`src/rtl/key_debounce_n.sv`:
```
// key_debounce_n -- multi-channel key debouncer.
// Each active-low key input passes through a two-flop synchroniser into a
// four-state filter FSM (IDLE, FILTER0, DOWN, FILTER1) that reports a clean
// pressed level plus one-cycle press/release pulses.
// Optional long-press pulse: define KEY_LONG_PRESS_EN to build the hold
// counter; without it key_long is tied to 0.
module key_debounce_n #(
    parameter int N_KEYS      = 4,
    parameter int DEB_CYCLES  = 1_000_000,
    parameter int LONG_CYCLES = 50_000_000
) (
    input  logic              clk,
    input  logic              rst,
    input  logic [N_KEYS-1:0] key_in,
    output logic [N_KEYS-1:0] key_state,
    output logic [N_KEYS-1:0] key_press,
    output logic [N_KEYS-1:0] key_release,
    output logic [N_KEYS-1:0] key_long
);

    typedef enum logic [1:0] {
        IDLE    = 2'd0,
        FILTER0 = 2'd1,
        DOWN    = 2'd2,
        FILTER1 = 2'd3
    } state_t;

    localparam int            CW      = $clog2(DEB_CYCLES);
    localparam logic [CW-1:0] CNT_MAX = CW'(DEB_CYCLES - 1);

    // Reject configurations the filter cannot honour.
    if (N_KEYS < 1 || N_KEYS > 32 || DEB_CYCLES < 2 || LONG_CYCLES <= DEB_CYCLES) begin : g_bad_cfg
        $error("key_debounce_n: illegal parameter combination");
    end

    for (genvar g = 0; g < N_KEYS; g++) begin : g_ch
        logic [1:0]    sync_q, sync_d;
        logic          s;
        state_t        state_q, state_d;
        logic [CW-1:0] cnt_q, cnt_d;
        logic          key_state_q, key_state_d;
        logic          press_q, press_d;
        logic          release_q, release_d;

        assign s = sync_q[1];

        // Shift the raw key level through the synchroniser.
        always_comb begin
            sync_d = {sync_q[0], key_in[g]};
        end

        // Filter FSM: a level change must hold for DEB_CYCLES samples to count.
        always_comb begin
            // NOTE: every output gets a default first so no path leaves one unassigned (no latch).
            state_d     = state_q;
            cnt_d       = cnt_q;
            key_state_d = key_state_q;
            press_d     = 1'b0;
            release_d   = 1'b0;
            case (state_q)
                IDLE: begin
                    if (!s) begin
                        state_d = FILTER0;
                        cnt_d   = '0;
                    end
                end
                FILTER0: begin
                    if (s) begin
                        state_d = IDLE;
                    end else if (cnt_q == CNT_MAX) begin
                        state_d     = DOWN;
                        key_state_d = 1'b1;
                        press_d     = 1'b1;
                    end else begin
                        cnt_d = cnt_q + 1'b1;
                    end
                end
                DOWN: begin
                    if (s) begin
                        state_d = FILTER1;
                        cnt_d   = '0;
                    end
                end
                FILTER1: begin
                    if (!s) begin
                        state_d = DOWN;
                    end else if (cnt_q == CNT_MAX) begin
                        state_d     = IDLE;
                        key_state_d = 1'b0;
                        release_d   = 1'b1;
                    end else begin
                        cnt_d = cnt_q + 1'b1;
                    end
                end
                default: begin
                    state_d     = IDLE;
                    cnt_d       = '0;
                    key_state_d = 1'b0;
                end
            endcase
        end

        // Channel registers; reset parks the synchroniser at the released level.
        always_ff @(posedge clk) begin
            // NOTE: sequential state uses non-blocking assignments so all flops update together.
            if (rst) begin
                sync_q      <= 2'b11;
                state_q     <= IDLE;
                cnt_q       <= '0;
                key_state_q <= 1'b0;
                press_q     <= 1'b0;
                release_q   <= 1'b0;
            end else begin
                sync_q      <= sync_d;
                state_q     <= state_d;
                cnt_q       <= cnt_d;
                key_state_q <= key_state_d;
                press_q     <= press_d;
                release_q   <= release_d;
            end
        end

        assign key_state[g]   = key_state_q;
        assign key_press[g]   = press_q;
        assign key_release[g] = release_q;

`ifdef KEY_LONG_PRESS_EN
        localparam int            HW       = $clog2(LONG_CYCLES);
        localparam logic [HW-1:0] HOLD_MAX = HW'(LONG_CYCLES - 1);

        logic [HW-1:0] hold_q, hold_d;
        logic          fired_q, fired_d;
        logic          long_q, long_d;

        // Hold counter runs while pressed; the pulse fires once it has saturated.
        always_comb begin
            hold_d  = hold_q;
            fired_d = fired_q;
            long_d  = 1'b0;
            if (state_q == FILTER0 && state_d == DOWN) begin
                hold_d  = '0;
                fired_d = 1'b0;
            end else if (state_q == DOWN || state_q == FILTER1) begin
                if (hold_q == HOLD_MAX) begin
                    if (!fired_q) begin
                        long_d  = 1'b1;
                        fired_d = 1'b1;
                    end
                end else begin
                    hold_d = hold_q + 1'b1;
                end
            end
            if (state_d == IDLE) begin
                hold_d = '0;
            end
        end

        // Long-press registers.
        always_ff @(posedge clk) begin
            if (rst) begin
                hold_q  <= '0;
                fired_q <= 1'b0;
                long_q  <= 1'b0;
            end else begin
                hold_q  <= hold_d;
                fired_q <= fired_d;
                long_q  <= long_d;
            end
        end

        assign key_long[g] = long_q;
`else
        assign key_long[g] = 1'b0;
`endif
    end

endmodule

```
`config.mk`:
```
export PLATFORM = sky130hd
export DESIGN_NAME = key_debounce_n
export DESIGN_NICKNAME = d
export VERILOG_FILES = /design/src/rtl/key_debounce_n.sv
export SDC_FILE = /design/constraint.sdc
export NUM_CORES = 1
export LEC_CHECK = 0
export CORE_MARGIN = 1
export CORE_UTILIZATION = 45
export CTS_CLUSTER_SIZE = 25
export DETAILED_ROUTE_END_ITERATION = 16
export PLACE_DENSITY = 0.7
export RECOVER_POWER = 25
export SLEW_MARGIN = 20
export SYNTH_ARGS = -nofsm -noshare
export SYNTH_HDL_FRONTEND = slang
export SYNTH_SLANG_ARGS = --single-unit
```
`constraint.sdc`:
```
create_clock -name clk -period 5.1 [get_ports clk]
set_clock_uncertainty 0.05 [all_clocks]
set_input_delay 1.02 -clock clk [delete_from_list [all_inputs] [get_ports clk]]
set_output_delay 1.02 -clock clk [all_outputs]
set_load 0.01 [all_outputs]
```
# Yosys cells after proc, flatten, opt, wreduce, memory -nomap -nowiden
# Index checks and enable logic that the tools add are counted.
op_classes:
  mux: 76
  reduce_logical: 28
  addsub: 4
  n_bitwise: 12
  n_eq_ne: 48
ops:
  columns: ["cell", "count"]
  rows:
  - ["2-to-1 mux 20 bit", 20]
  - ["case mux 20 bit (4 select lines)", 4]
  - ["adder 20 x 1 -> 20 bit, second input constant", 4]
  - ["equality test 20 bit, second input constant", 4]
  - ["2-to-1 mux 2 bit", 24]
  - ["!= test 2 bit, second input constant", 24]
  - ["case mux 2 bit (4 select lines)", 4]
  - ["AND reduction 4 bit", 8]
  - ["!= test 3 bit, second input constant", 8]
  - ["OR reduction 3 bit", 8]
  - ["2-to-1 mux 1 bit", 20]
  - ["AND reduction 5 bit", 4]
  - ["equality test 2 bit, second input constant", 8]
  - ["inverter 1 bit", 12]
  - ["equality test 2 x 1 -> 1 bit, second input constant", 4]
  - ["zero test 2 bit", 4]
  - ["case mux 1 bit (2 select lines)", 4]
  - ["nonzero test 2 bit", 4]
word_totals:
  inputBits: 6
  register_bits: 108
  out_inout_bits: 16
  elab_cells: 192

# Longest topological paths before layout
logic_depth:
  word_depth: 4
  ltp_mapped: 7

# Worst setup path before layout
# Ideal clock, no wire load.
synth_timing:
  path_kind: "register -> register"
  from: "reg g_ch[0].cnt_q[8]"
  to: "reg g_ch[0].cnt_q[3]"
  t_arrival_ns: 2.015
  synth_period_minus_slack_ns: 2.135
  setup_ns: 0.070
  path_stages_with_launch: 6
  t_required_ns: 4.980
  slack_ns: 2.965
  cell_sequence: "dfxtp_1 or4b_1 or4_4 o2111ai_1 mux2_1 a21oi_1"
synth_via:
  elab_chain_cells: 4
  word_cells_on_any_way: 5
synth_rtl:
  columns: ["item", "line", "rtl"]
  rows:
  - ["start: declaration", "40", "logic [CW-1:0] cnt_q, cnt_d;"]
  - ["start signal: assignment", "116", "cnt_q <= cnt_d;"]
  - ["equality test 20 bit (*)", "70, 87", null]
  - ["2-to-1 mux 20 bit (*)", null, null]
  - ["2-to-1 mux 20 bit (on tied branches)", null, null]
  - ["case mux 20 bit (4 select lines) (*)", null, null]
# Every way passes the cells marked *; elsewhere a longest branch is shown, timed or not. The select of a mux whose other input is x is not followed.
# A chain may end at the register's enable or synchronous reset.

==> reports/metrics.cfg <==
[synth]
postSynthAreaPerCell_um2=8.34
synth_area_leaders=dfxtp_1 40%, nor2_1 5.2%, nand3_1 5.1%, xnor2_1 3.3%, xor2_1 3.3%
syn_area_um2=5380
async_reset_ff_share_pct=0
yosys_warnings=0
synth_seq_cells=108
synth_edf_count=0
synth_top_area_share_pct=40.2
yosysMostFrequentCell=dfxtp_1
synthCells=645
yosysUniqueCellTypes=68
synth_flop_cell=dfxtp_1
synth.largest_area_cell=dfxtp_1
synthTopCellsByCount=108 x dfxtp_1, 74 x nor2_1, 55 x nand3_1, 45 x nand2_1, 31 x a21oi_1
ys_seq_area_share_pct=40.2

[clock_tree]
cts_tree=built
clockBufferDepth=2
cts_buffers=9
clk_latency_ps=350
path_clk_slew_ps=60
cts_num_sinks=108
ctsHtreeMaxLevel=3
post_cts_resized=0
cts_setup_buffers=0
cts-root-buf=clkbuf_16
hold_buffers=0

[placement]
hpwl_mm=7.67
place_area_um2=5550
io_buffers=17
gp_congestion=0.879

[timing]
rsz0062_at_grt=no
worstMarginPinSlew_ps=2440
relSlewSlack_pct=-62.6
final.setup.tns_ps=0
slew_viol_final=57
max_freq_mhz=305
finalHoldViolations=0
fin_crit_ps=3280
period_share_pct=64.3
setup_violations=0

[drt]
detail-route-antenna-nets=0
dr.pass1.iters=10
vias=4505
drcViolationCount=2
routedWlPerCell_um=14.0
via_per_inst=5.72
drt-initial-drc-count=265
drt-total-wl_mm=11.0

[floorplan]
dieArea_um2=12400
ioPinCount=22
start_util_pct=46.7
die_y_um=111
die_w_um=111
core_um2=11500
num_rows=39

[pwr]
p_leak_nw=1.93
irDropWorstVdd_mv=0.197
p_per_area_nw_per_um2=271

[final_layout]
regArea_um2=2160
synthToLayoutAreaGrowth_pct=8.23
multi_input_area_um2=2960
final_area_um2=5820
fill_cells=1092
layout-drive-gt1-share_pct=6.98
n_antenna_cell=0
fin_nets=650

[grt]
grt_usage_pct=19.1
grt_pass1_vias=4268
grt_pass1_wl_mm=19.4
overflow=0
grt_antenna_before_repair=0
grt_max_degree=57

[setup_path]
r2r_start=g_ch[2].state_q[0]$_SDFFE_PP0P_
rr_endpoint=g_ch[2].cnt_q[6]$_SDFFE_PP0P_
startpoint_type=input port
cp_max_fo=56
rrSetupSlack_ps=2440
worstSetupPathType=in2reg
worstPathArrival_ps=3460
cp_data_required_time_ps=5280
cp-endpoint=g_ch[1].cnt_q[4]$_SDFFE_PP0P_
crit_start=rst
worst_r2r_path_depth=5
end_kind=register

[hold_path]
hold_start=g_ch[0].sync_q[0]$_SDFF_PP1_
hp-class=reg2reg

[run_status]
violations=DRC, capacitance limit, slew limit
status=complete, but fails checks

[flow_run]
cap_violations=1

power breakdown:
group / switching [mW] / total, mW / internal (mW)
clock: 0.293 / 0.664 / 0.371
sequential: 0.00693 / 0.857 / 0.850
combinational: 0.0364 / 0.0560 / 0.0195
state kept, by name, summed over array words and instances, names as in the netlist, named ones only:
| name | cells |
|---|---|
| g_ch.cnt_q | 80 |
| g_ch.sync_q | 8 |
| g_ch.key_state_q | 4 |
| g_ch.press_q | 4 |
| g_ch.release_q | 4 |
| g_ch.state_q | 4 |
metal layers:
metal / vias to the layer above / global-route usage, % / part of all wire [%]
met5: - / 0 / 0
met2: 66 / 31.7 / 48
met1: 2111 / 23.7 / 46
li1: 2312 / - / -
met4: 0 / 7.21 / 1.6
met3: 16 / 5.17 / 3.7
cells by family after synthesis:
group / share of synthesized area (%)
and+or+nand+nor: 31.6
AOI/OAI and AO/OA: 14.2
DFF: 40.2
buffers and inverters: 4.95
xor gates and xnor gates: 6.51
muxes: 1.58
adders and majority gates: 0.930
other: 0.0697
critical path, stage by stage:
cell and delay [ps]:
buf_2 80, clkbuf_1 1730, nor2_1 340, o211ai_1 200, nand2_1 70
layout by cell type, fill, tap and decap left out, drive strengths merged, types with 16 or more instances in the layout:
cell type	synthesis	layout
dfxtp	108	108
nor2	74	74
nand3	55	55
nand2	46	46
a21oi	32	32
o21ai	28	28
nand4	22	22
nor3	21	21
xnor2	20	20
xor2	20	20
clkbuf	22	18
clkdlybuf4s50	0	16
worst min-delay path by stage:
| stage | endpoint | slack, ps | depth (start not counted) |
|---|---|---|---|
| CTS | g_ch[1].sync_q[1]$_SDFF_PP1_ | 360 | 1 |
| finish | g_ch[0].sync_q[1]$_SDFF_PP1_ | 360 | 1 |
| detailed placement | g_ch[1].sync_q[1]$_SDFF_PP1_ | 340 | 1 |
| global route | g_ch[3].sync_q[1]$_SDFF_PP1_ | 360 | 1 |
| floorplan | g_ch[0].sync_q[1]$_SDFF_PP1_ | 340 | 1 |
| global placement | g_ch[0].sync_q[1]$_SDFF_PP1_ | 340 | 1 |
area by class of cell:
| type | instances | share of cell area, % |
|---|---|---|
| clock buffer | 15 | 4.77 |
| clock inverter | 1 | 0.0859 |
| inverter | 10 | 0.645 |
| multi-input combinational | 488 | 50.9 |
| sequential | 108 | 37.1 |
| tap | 143 | 3.07 |
| timing repair buffer | 23 | 3.42 |
metrics by stage:
stage	hold slack, ps	utilization (%)	setup WS, ps	std cells	power (mW)
after global routing	365	50.6	1510	788	1.64
after floorplan	339	-	2970	648	0.917
after detailed placement	343	48.2	2420	772	0.933
final	359	50.6	1820	788	1.58
after global placement	343	48.2	2450	772	0.932
after CTS	359	50.7	2550	788	1.60
Note: power is estimated with default switching activity, not from simulation.
